===== src/rtl/q5_pkg.sv =====
// Shared types and defaults for the q5 serial pattern detector.
package q5_pkg;

  typedef enum logic [1:0] {
    IDLE = 2'd0,
    FILL = 2'd1,
    SCAN = 2'd2
  } state_t;

  localparam int         DEF_WIDTH   = 4;
  localparam logic [3:0] DEF_PATTERN = 4'b1011;

  // Counter helper: holds at max_val instead of wrapping.
  function automatic logic [31:0] sat_inc(input logic [31:0] value,
                                          input logic [31:0] max_val);
    return (value >= max_val) ? value : value + 32'd1;
  endfunction

endpackage


===== src/rtl/q5_shift_reg.sv =====
// WIDTH-bit serial-in shift register with enable and synchronous reset.
// Newest bit enters at the LSB; shreg_nxt is the value loaded on the next edge.
module q5_shift_reg #(
  parameter int WIDTH = 4
) (
  input  logic             clk,
  input  logic             r,
  input  logic             en,
  input  logic             din,
  output logic [WIDTH-1:0] shreg,
  output logic [WIDTH-1:0] shreg_nxt
);

  always_comb begin
    shreg_nxt = shreg;
    if (en) shreg_nxt = {shreg[WIDTH-2:0], din};
  end

  always_ff @(posedge clk) begin
    if (r) shreg <= '0;
    else   shreg <= shreg_nxt;
  end

endmodule


===== src/rtl/q5_seq_detector.sv =====
// Overlapping serial pattern detector with saturating match counter and a
// one-deep valid/ready event output. Define Q5_PARITY_EN to add parity outputs.
//
// state | meaning
// IDLE  | no bits accepted since reset
// FILL  | fewer than WIDTH bits accepted, matches suppressed
// SCAN  | shift register full, every accepted bit is compared
module q5_seq_detector import q5_pkg::*; #(
  parameter int               WIDTH   = DEF_WIDTH,
  parameter logic [WIDTH-1:0] PATTERN = DEF_PATTERN,
  parameter int               CNT_W   = 8
) (
  input  logic             clk,
  input  logic             r,
  input  logic             din_valid,
  input  logic             din,
  output logic [WIDTH-1:0] shreg,
  output logic             filled,
  output logic             evt_valid,
  input  logic             evt_ready,
  output logic [CNT_W-1:0] match_cnt,
  output logic             lost
`ifdef Q5_PARITY_EN
  ,
  output logic             parity,
  output logic             parity_ok
`endif
);

  localparam int               FC_W      = $clog2(WIDTH + 1);
  localparam logic [FC_W-1:0]  FILL_FULL = FC_W'(WIDTH);
  localparam logic [31:0]      CNT_MAX   = 32'((64'd1 << CNT_W) - 64'd1);

  state_t           state, state_nxt;
  logic [FC_W-1:0]  fill_cnt;
  logic [WIDTH-1:0] shreg_nxt;
  logic             match;

  q5_shift_reg #(.WIDTH(WIDTH)) u_shift_reg (
    .clk       (clk),
    .r         (r),
    .en        (din_valid),
    .din       (din),
    .shreg     (shreg),
    .shreg_nxt (shreg_nxt)
  );

  always_ff @(posedge clk) begin
    if (r) begin
      state    <= IDLE;
      fill_cnt <= '0;
    end else begin
      state <= state_nxt;
      if (din_valid && fill_cnt != FILL_FULL) fill_cnt <= fill_cnt + 1'b1;
    end
  end

  always_comb begin
    state_nxt = state;
    unique case (state)
      IDLE:    if (din_valid) state_nxt = FILL;
      FILL:    if (din_valid && fill_cnt == FILL_FULL - 1'b1) state_nxt = SCAN;
      SCAN:    state_nxt = SCAN;
      default: state_nxt = IDLE;
    endcase
  end

  // Match is judged on the value being shifted in, so the flag registers on
  // the same edge that accepts the completing bit.
  always_comb begin
    filled = (state == SCAN);
    match  = din_valid && (state_nxt == SCAN) && (shreg_nxt == PATTERN);
  end

  always_ff @(posedge clk) begin
    if (r) begin
      evt_valid <= 1'b0;
      match_cnt <= '0;
      lost      <= 1'b0;
    end else if (match) begin
      evt_valid <= 1'b1;
      match_cnt <= CNT_W'(sat_inc(32'(match_cnt), CNT_MAX));
      if (evt_valid && !evt_ready) lost <= 1'b1;
    end else if (evt_valid && evt_ready) begin
      evt_valid <= 1'b0;
    end
  end

`ifdef Q5_PARITY_EN
  always_ff @(posedge clk) begin
    if (r) begin
      parity    <= 1'b0;
      parity_ok <= 1'b0;
    end else begin
      parity <= ^shreg_nxt;
      if (match) parity_ok <= ~^shreg_nxt;
    end
  end
`endif

endmodule


===== config.mk =====
export PLATFORM = sky130hd
export DESIGN_NAME = q5_seq_detector
export DESIGN_NICKNAME = d
export VERILOG_FILES = /design/src/rtl/q5_pkg.sv /design/src/rtl/q5_shift_reg.sv /design/src/rtl/q5_seq_detector.sv
export SDC_FILE = /design/constraint.sdc
export NUM_CORES = 1
export LEC_CHECK = 0
export CAP_MARGIN = 25
export CORE_ASPECT_RATIO = 0.8
export CORE_MARGIN = 1
export CORE_UTILIZATION = 51
export CTS_CLUSTER_SIZE = 10
export DETAILED_ROUTE_END_ITERATION = 10
export PLACE_DENSITY = 0.9
export RECOVER_POWER = 100
export SYNTH_ARGS = -nofsm -noshare
export SYNTH_HDL_FRONTEND = slang
export SYNTH_SLANG_ARGS = --single-unit
export TNS_END_PERCENT = 30

===== constraint.sdc =====
create_clock -name clk -period 3.5 [get_ports clk]
set_clock_uncertainty 0.2 [all_clocks]
set_input_delay 0.525 -clock clk [delete_from_list [all_inputs] [get_ports clk]]
set_output_delay 0.525 -clock clk [all_outputs]
set_load 0.03 [all_outputs]

Yosys cells after proc, flatten, opt, wreduce, memory -nomap -nowiden
Index checks and enable logic that the tools add are counted.
Storage, ports and cells
  bits in read-only memories: 0
  latch bits: 0
  register bits: 19
  RAM bits: 0
  memories kept: 0
  input bits: 5
Cells by class
  eq/ne operators: 6
  reduce and logical (&&, ||, !) cells: 11
  shift-type cells: 0
  add/subtract/negate cells: 2
  divide/modulo/power cells: 0
  bitwise gates (word level): 1
  multiplexer cells: 6
  $mul: 0
  order comparisons: 1
Operators with widths (count)
  8-bit by 1-bit adder with 8-bit output (second input constant): 1
  8-bit >= comparator (second input constant): 1
  1-bit logical AND: 6
  2-bit one-hot mux with 3 select lines: 1
  2-bit equality test (second input constant): 2
  4-bit equality test (second input constant): 1
  2-bit two-way mux: 2
  4-bit two-way mux: 1
  2-bit AND reduction: 2
  3-bit by 1-bit adder with 3-bit output (second input constant): 1
  3-bit by 2-bit equality test with 1-bit output (second input constant): 1
  3-bit inequality test (second input constant): 1
  2-bit by 1-bit equality test with 1-bit output (second input constant): 1
  2-bit zero test: 1
  1-bit two-way mux: 2
  2-bit nonzero test: 1
  1-bit zero test: 1
  1-bit inverter: 1

Depth between registers and ports, before layout
Gate-level depths: netlist of run 1.
  depth after elaboration: 8
  mapped depth: 7

Cells and area by module
From an unflattened synthesis of run 1, not the netlist that was laid out.
Unflattened totals
  cell total of the unflattened synthesis: 95
  area, all modules: 880.8 µm²
By module, submodules not included
  q5_seq_detector: cells each 83, times used 1, area an instance 730.7 µm², seq. area each 300.3 µm²
  q5_shift_reg: cells each 12, times used 1, area an instance 150.1 µm², seq. area each 80.1 µm²

Worst setup path after synthesis of run 1
Ideal clock, no wire load.
  path kind: reg-to-reg
  start point: register fill_cnt[0]
  end point: register match_cnt[5]
  arrival: 1.754 ns
  stages on the path, launching flop included: 7
  slack: 1.425 ns
  buffers on the path: 0
  cells stage by stage: dfxtp_1 -> ha_1 -> ha_1 -> nand4b_1 -> a211o_1 -> nor4_1 -> mux2_2
On the way
  word-level cells in the longest chain between the ends: 8
RTL lines
  from (decl): RTL line q5_seq_detector.sv:35  | logic [FC_W-1:0] fill_cnt;
  from (signal assigned): RTL line q5_seq_detector.sv:54  | if (din_valid && fill_cnt != FILL_FULL) fill_cnt <= fill_cnt + 1'b1;
  3-bit by 2-bit equality test with 1-bit output: RTL line q5_seq_detector.sv:62  | FILL: if (din_valid && fill_cnt == FILL_FULL - 1'b1) state_nxt = SCAN;
  1-bit logical AND: RTL line q5_seq_detector.sv:62
  2-bit two-way mux: RTL line q5_seq_detector.sv:62
  2-bit one-hot mux with 3 select lines: RTL line q5_seq_detector.sv:60  | unique case (state)
  2-bit equality test: RTL line q5_seq_detector.sv:72  | match = din_valid && (state_nxt == SCAN) && (shreg_nxt == PATTERN);
  1-bit logical AND (2 in series): RTL line q5_seq_detector.sv:72
  2-bit AND reduction (no source line)
  to (signal assigned): RTL line q5_seq_detector.sv:82  | match_cnt <= CNT_W'(sat_inc(32'(match_cnt), CNT_MAX));
  to (decl): RTL line q5_seq_detector.sv:21  | output logic [CNT_W-1:0] match_cnt,
Every way passes these cells.
A chain may end at the register's enable or synchronous reset.

Worst setup path in the final report of run 1
  start point: input din_valid
  end point: register match_cnt[5]
On the way
  word-level cells in the longest chain between the ends: 7
  elaborated cells on any way between the ends: 10
  those cells by class: eq/ne (2); mux (4); reduce/logical (4)
RTL lines
  from (decl): RTL line q5_seq_detector.sv:15  | input logic din_valid,
  1-bit logical AND: RTL line q5_seq_detector.sv:62
  2-bit two-way mux: RTL line q5_seq_detector.sv:62
  2-bit one-hot mux with 3 select lines: RTL line q5_seq_detector.sv:60
  2-bit equality test: RTL line q5_seq_detector.sv:72
  1-bit logical AND: RTL line q5_seq_detector.sv:72
  1-bit logical AND *: RTL line q5_seq_detector.sv:72
  2-bit AND reduction (no source line) *
Mark *: on every way between the ends. The rest lies on a longest branch, timed or not.

==> reports/metrics.yaml, run 1 <==
grt_first_pass_wirelength_um: 2680
slew_violations: 0
cp.arrival_ns: 2.63
timing.fmax_mhz: 380
synth_cell_types: 32
setup_violations: 0
via_count: 772
drive_gt1_frac: 0.0690
numPortBuffers: 19
swShare: 0.232
r2r_cells: 6
status: "completed"
reg2reg_slack_ns: 1.09
period_needed_ns: 2.63
htreeDepth: 1
grt_max_degree: 21
cap_violations: 0
crit_path_max_fanout: 17
worstPathRequired_ns: 3.50
dieArea_um2: 1900
p_per_area_nw_per_um2: 330
grt.total_usage: 0.190
layout_common_cells: "dfxtp_1 (19), dlygate4sd3_1 (17), nor2_1 (10), a21oi_1 (9), inv_1 (7)"
cts.sinks: 19
setup_ws_ns: 0.867
peakVddDrop_mv: 0.341
worstMarginPinSlew_ns: 0.678
clock_power_share: 0.294
start_util: 0.542
drt_wl_total_um: 1770
grt.overflow.total: 0
crit_type: "input pin to flip-flop"
power_uw: 365
ant_nets: 0
die_w_um: 48.5
hold_depth: 1
n_antenna_cell: 0
grt_antenna_before_repair: 0
ctsHoldBuffers: 0
finalHoldViolations: 0
yosysWarnings: 0
critPathLaunchType: "input pin"
end_kind: "flip-flop"
cts-root-buf: "clkbuf_4"
layout.nets: 126
hold_path.class: "flip-flop to flip-flop"
area_growth_pct: 25.6
p_leak_nw: 0.455
synth-seq-cells: 19
syn-cell-area_um2: 881
dieHeight_um: 39.2
drc: 0
ioPinCount: 20
cts_made_buffers: 3
syn_nets: 106
grt_pass1_vias: 651
place_worst_setup_slack_ns: 0.625
fp.coreArea_um2: 1630
insertion_delay_ns: 0.29
postCtsSetupBuffers: 0
p_comb_frac: 0.087
clock_path_buffers: 2
seqPwrFrac: 0.619
drt-vias-per-instance: 5.59
dpl.hpwl_um: 1290
path_clk_slew_ns: 0.10
routabilityCongestion: 0.712
p_int_uw: 280
maxSlewHeadroom: 0.547
period_share: 0.752
p_sw_uw: 84.6
cts_tree: "yes"
ys_seq_area_frac: 0.432
postSynthAreaPerCell_um2: 9.08
final_common_cell: "dfxtp_1"
drt_pass1_iterations: 4
wire_per_inst_um: 12.8
finalSetupTns_ns: 0
cts-resized-gates: 0
fp-row-count: 13
rsz0062_at_grt: "false"
synth_cells: 97
drtIter0Drc: 10
==> Yosys cell counts <==
cell / count / area share
nand2b_1: 4 / 0.028
nor4_1: 1 / 0.0071
o21a_1: 1 / 0.0085
inv_1: 7 / 0.030
nor3_1: 1 / 0.0057
o41ai_1: 1 / 0.0099
nand4_1: 1 / 0.0071
nand3_1: 5 / 0.028
and3_1: 1 / 0.0071
nor2_1: 10 / 0.043
o21ai_0: 3 / 0.017
nand4_2: 1 / 0.014
buf_6: 1 / 0.013
dfxtp_1: 19 / 0.43
nor3b_1: 1 / 0.0085
ha_1: 4 / 0.057
o21bai_1: 1 / 0.0085
mux2_2: 1 / 0.013
a211o_1: 1 / 0.0099
nand2_1: 1 / 0.0043
clkbuf_1: 4 / 0.017
o21ba_2: 2 / 0.023
o31ai_1: 3 / 0.026
a21oi_1: 9 / 0.051
or3_1: 2 / 0.014
nor2b_1: 1 / 0.0071
or4_1: 3 / 0.026
nand4b_1: 1 / 0.0099
xnor2_1: 1 / 0.0099
o311a_1: 1 / 0.011
mux2i_1: 4 / 0.045
a21boi_0: 1 / 0.0085
==> power groups by stage <==
stage                     registers (mW)  logic [mW]  clock network [mW]
after global placement             0.231      0.0312                   0
after global routing               0.227      0.0357               0.122
after CTS                          0.226      0.0330               0.110
after detailed placement           0.231      0.0328                   0
final                              0.226      0.0318               0.107
after floorplan                    0.233      0.0194                   0
==> worst paths after layout <==
check	startpoint	endpoint
setup / recovery	din_valid	match_cnt[5]$_SDFFE_PP0P_
hold / removal	state[1]$_SDFF_PP0_	state[0]$_SDFF_PP0_
setup reg to reg	fill_cnt[0]$_SDFFE_PP0P_	match_cnt[5]$_SDFFE_PP0P_
hold reg to reg	state[1]$_SDFF_PP0_	state[0]$_SDFF_PP0_
==> sequential cells by signal, summed over array words and instances (netlist names) <==
| name | count |
|---|---|
| match_cnt | 8 |
| u_shift_reg.shreg | 4 |
| fill_cnt | 3 |
| state | 2 |
| evt_valid | 1 |
| lost | 1 |
==> metal layers <==
metal	vias to the layer above	GRT usage	routed length, um
li1	385	-	-
met3	4	0.0471	60
met4	0	0.0662	33
met2	15	0.356	864
met5	-	0	0
met1	368	0.217	809
==> worst max-delay path, stage by stage <==
cell,delay [ns]
dlygate4sd3_1,0.69
nand4b_1,0.18
a211o_1,0.51
nor4_1,0.36
mux2_2,0.36
==> metrics by stage <==
| stage | instances | instance area, um^2 | utilization | hold slack (ns) |
|---|---|---|---|---|
| after CTS | 138 | 1110 | 0.680 | 0.266 |
| after global routing | 138 | 1110 | 0.680 | 0.276 |
| after detailed placement | 134 | 1080 | 0.664 | 0.251 |
| after global placement | 134 | 1080 | 0.664 | 0.222 |
| after floorplan | 97 | 881 | - | 0.213 |
| final | 138 | 1110 | 0.680 | 0.271 |
==> cell families after synthesis <==
group / Yosys count / share of synthesized area
xor gates and xnor gates: 1 / 0.00994
AOI/OAI and AO/OA: 23 / 0.173
adders and majority gates: 4 / 0.0568
buffers and inverters: 12 / 0.0597
DFF: 19 / 0.432
and+or+nand+nor: 33 / 0.210
muxes: 5 / 0.0582
==> area by class of cell <==
cell class,count,area (um^2)
timing repair buffer,20,198
inverter,7,26.3
clock buffer,4,26.3
multi-input combinational,66,448
fill,120,520
sequential,19,380
tap,22,27.5
No activity file was read; power rests on OpenSTA's default activity.
==> run 2, diff against run 1 <==
--- a/config.mk
+++ b/config.mk
@@ -8,10 +8,10 @@
 export CAP_MARGIN = 25
 export CORE_ASPECT_RATIO = 0.8
 export CORE_MARGIN = 1
-export CORE_UTILIZATION = 51
+export CORE_UTILIZATION = 43
 export CTS_CLUSTER_SIZE = 10
 export DETAILED_ROUTE_END_ITERATION = 10
-export PLACE_DENSITY = 0.9
+export PLACE_DENSITY = 0.82
 export RECOVER_POWER = 100
 export SYNTH_ARGS = -nofsm -noshare
 export SYNTH_HDL_FRONTEND = slang
==> constraint.sdc (replaced) <==
create_clock -name clk -period 2.35 [get_ports clk]
set_clock_uncertainty 0.2 [all_clocks]
set_input_delay 0.3525 -clock clk [delete_from_list [all_inputs] [get_ports clk]]
set_output_delay 0.3525 -clock clk [all_outputs]
set_load 0.03 [all_outputs]
==> reports/metrics.yaml, run 2 (synthesis gave the netlist of run 1 again) <==
insertion_delay_ns: 0.29  # about the same
end_kind: "flip-flop"
hp-start: "state[1]$_SDFF_PP0_"
power_uw: 549  # +50%
largest_register_ffs: 8  # unchanged
numPortBuffers: 19  # unchanged
regMostFlops: "match_cnt"
cp.arrival_ns: 2.28  # -0.35 ns
grt_first_pass_wirelength_um: 2840  # +5.9%
reg_top3: "match_cnt: 8 flops, u_shift_reg.shreg: 4 flops, fill_cnt: 3 flops"
reg2reg_from: "fill_cnt[0]$_SDFFE_PP0P_"
via_count: 776  # +0.52%
slowest_stage: "or4_1"
postCtsSetupBuffers: 0  # unchanged
p_per_area_nw_per_um2: 479  # +45%
ioPinCount: 20  # unchanged
path_clk_slew_ns: 0.11  # about the same
start_util: 0.461  # -0.0802
dpl.hpwl_um: 1300  # +0.71%
worstMarginPinSlew_ns: 0.452  # -0.226 ns
finalHoldViolations: 0  # unchanged
setup_violations: 0  # unchanged
gr-max-usage-layer: "met2"
wire_per_inst_um: 11.9  # -6.8%
reg2reg_slack_ns: 0.1  # -0.99 ns
status: "completed"
cts_tree: "yes"
drt_pass1_iterations: 4  # unchanged
grtUsageMet1: 0.227  # +0.00938
r2r_cells: 6  # unchanged
worstPathRequired_ns: 2.38  # -1.12 ns
cp_common_cell: "ha_1"
p_leak_nw: 0.472  # +3.6%
path_cells: "ha_1, ha_1, nand4b_1, a211o_1, or4_1, a21oi_1"
grt_pass1_vias: 656  # +0.77%
period_needed_ns: 2.25
crit_path_max_fanout: 9  # -8
peakVddDrop_mv: 0.458  # +34%
maxSlewHeadroom: 0.698  # +0.151
fp-row-count: 14  # +1
die_w_um: 52.6  # +8.5%
drt-vias-per-instance: 5.35  # -4.3%
hold_path.class: "flip-flop to flip-flop"
fin_util: 0.600  # -0.0804
critPathLaunchType: "flip-flop"
dieHeight_um: 42.5  # +8.5%
period_share: 0.959
ctsHoldBuffers: 0  # unchanged
grt.overflow.total: 0  # unchanged
drtIter0Drc: 30  # +20
hold_depth: 1  # unchanged
timing.fmax_mhz: 443
clock_path_buffers: 2  # unchanged
dieArea_um2: 2230  # +18%
crit_type: "flip-flop to flip-flop"
cts-root-buf: "clkbuf_4"
htreeDepth: 1  # unchanged
grt_max_degree: 14  # -33%
final_common_cell: "dfxtp_1"
cts.sinks: 19  # unchanged
worst_r2r_endpoint: "match_cnt[7]$_SDFFE_PP0P_"
grt_use_met2: 0.256  # -0.0999
area_growth_pct: 30.0
slew_violations: 0  # unchanged
fp.coreArea_um2: 1910  # +17%
layout_common_cells: "dfxtp_1 (19), dlygate4sd3_1 (17), nor2_1 (10), a21oi_1 (9), inv_1 (7)"
rsz0062_at_grt: "false"
grt_use_met3: 0.0688  # +0.0218
cts_made_buffers: 3  # unchanged
hold_end: "state[0]$_SDFF_PP0_"
drc: 0  # unchanged
n_antenna_cell: 0  # unchanged
drt_wl_total_um: 1730  # -2.1%
grt_antenna_before_repair: 0  # unchanged
cap_violations: 0  # unchanged
cp_slowest_stage_delay_ns: 0.54  # -0.15 ns
grt.total_usage: 0.172  # -0.0175
ant_nets: 0  # unchanged
layout.nets: 131  # +4.0%
routabilityCongestion: 0.847  # +19%
drive_gt1_frac: 0.0992  # +0.0302
-- run 2: cell count changes in the layout (fill, tap and decap cells not counted) --
cell | before | now
clkbuf_1 | 1 | 3
nor4_2 | 0 | 1
nor4_1 | 1 | 0
clkbuf_4 | 3 | 4
buf_4 | 1 | 3
-- run 2: per-layer routing --
metal,routed length [um],up-vias
met2,820,19
met5,0,-
li1,-,393
met1,820,362
met4,16,0
met3,74,2
-- run 2: what timing repair did --
action / CTS / global route
gates resized for setup: 0 / 1
endpoints found under the hold margin: 0 / 0
endpoints found under the setup margin: 0 / 1
-- run 2: final cells by class --
class / instances / area [um^2]
Sequential cell: 19 / 380
Clock buffer: 4 / 26.3
Inverter: 7 / 26.3
Tap cell: 24 / 30.0
Timing Repair Buffer: 25 / 228
Multi-Input combinational cell: 66 / 454
Fill cell: 176 / 764
-- run 2: stage by stage --
stage	setup TNS, ns	worst slack, ns	instances	hold WS, ns	area (um^2)
finish	0	0.0952	145	0.253	1140
global route	0	0.0164	145	0.284	1140
CTS	0	0.0894	145	0.252	1150
detailed placement	-0.535	-0.136	141	0.233	1120
global placement	-0.325	-0.112	141	0.227	1120
floorplan	0	0.275	97	0.213	881
-- run 2: power by group --
| group | switching, mW | total (mW) | internal, mW |
|---|---|---|---|
| registers | 0.00689 | 0.337 | 0.330 |
| clock network | 0.0975 | 0.164 | 0.0660 |
| logic | 0.0257 | 0.0484 | 0.0226 |
-- run 2: worst max path at each step --
stage / from / to / slack [ns] / depth (start not counted)
2_1_floorplan: fill_cnt[0]$_SDFFE_PP0P_ / match_cnt[5]$_SDFFE_PP0P_ / 0.28 / 6
3_3_place_gp: din_valid / match_cnt[5]$_SDFFE_PP0P_ / -0.11 / 5
3_5_place_dp: din_valid / match_cnt[5]$_SDFFE_PP0P_ / -0.14 / 5
4_1_cts: fill_cnt[0]$_SDFFE_PP0P_ / match_cnt[5]$_SDFFE_PP0P_ / 0.09 / 6
5_1_grt: fill_cnt[0]$_SDFFE_PP0P_ / match_cnt[5]$_SDFFE_PP0P_ / 0.02 / 6
6_report: fill_cnt[0]$_SDFFE_PP0P_ / match_cnt[7]$_SDFFE_PP0P_ / 0.1 / 6
-- run 2: worst max-delay path, delay by kind of cell (launching register included) --
family | cells | cell delay (ns)
AO/OA/AOI/OAI | 2 | 0.58
AND/OR/NAND/NOR | 2 | 0.67
adder cells (fa/ha/maj) | 2 | 0.35
flip-flops | 1 | 0.38
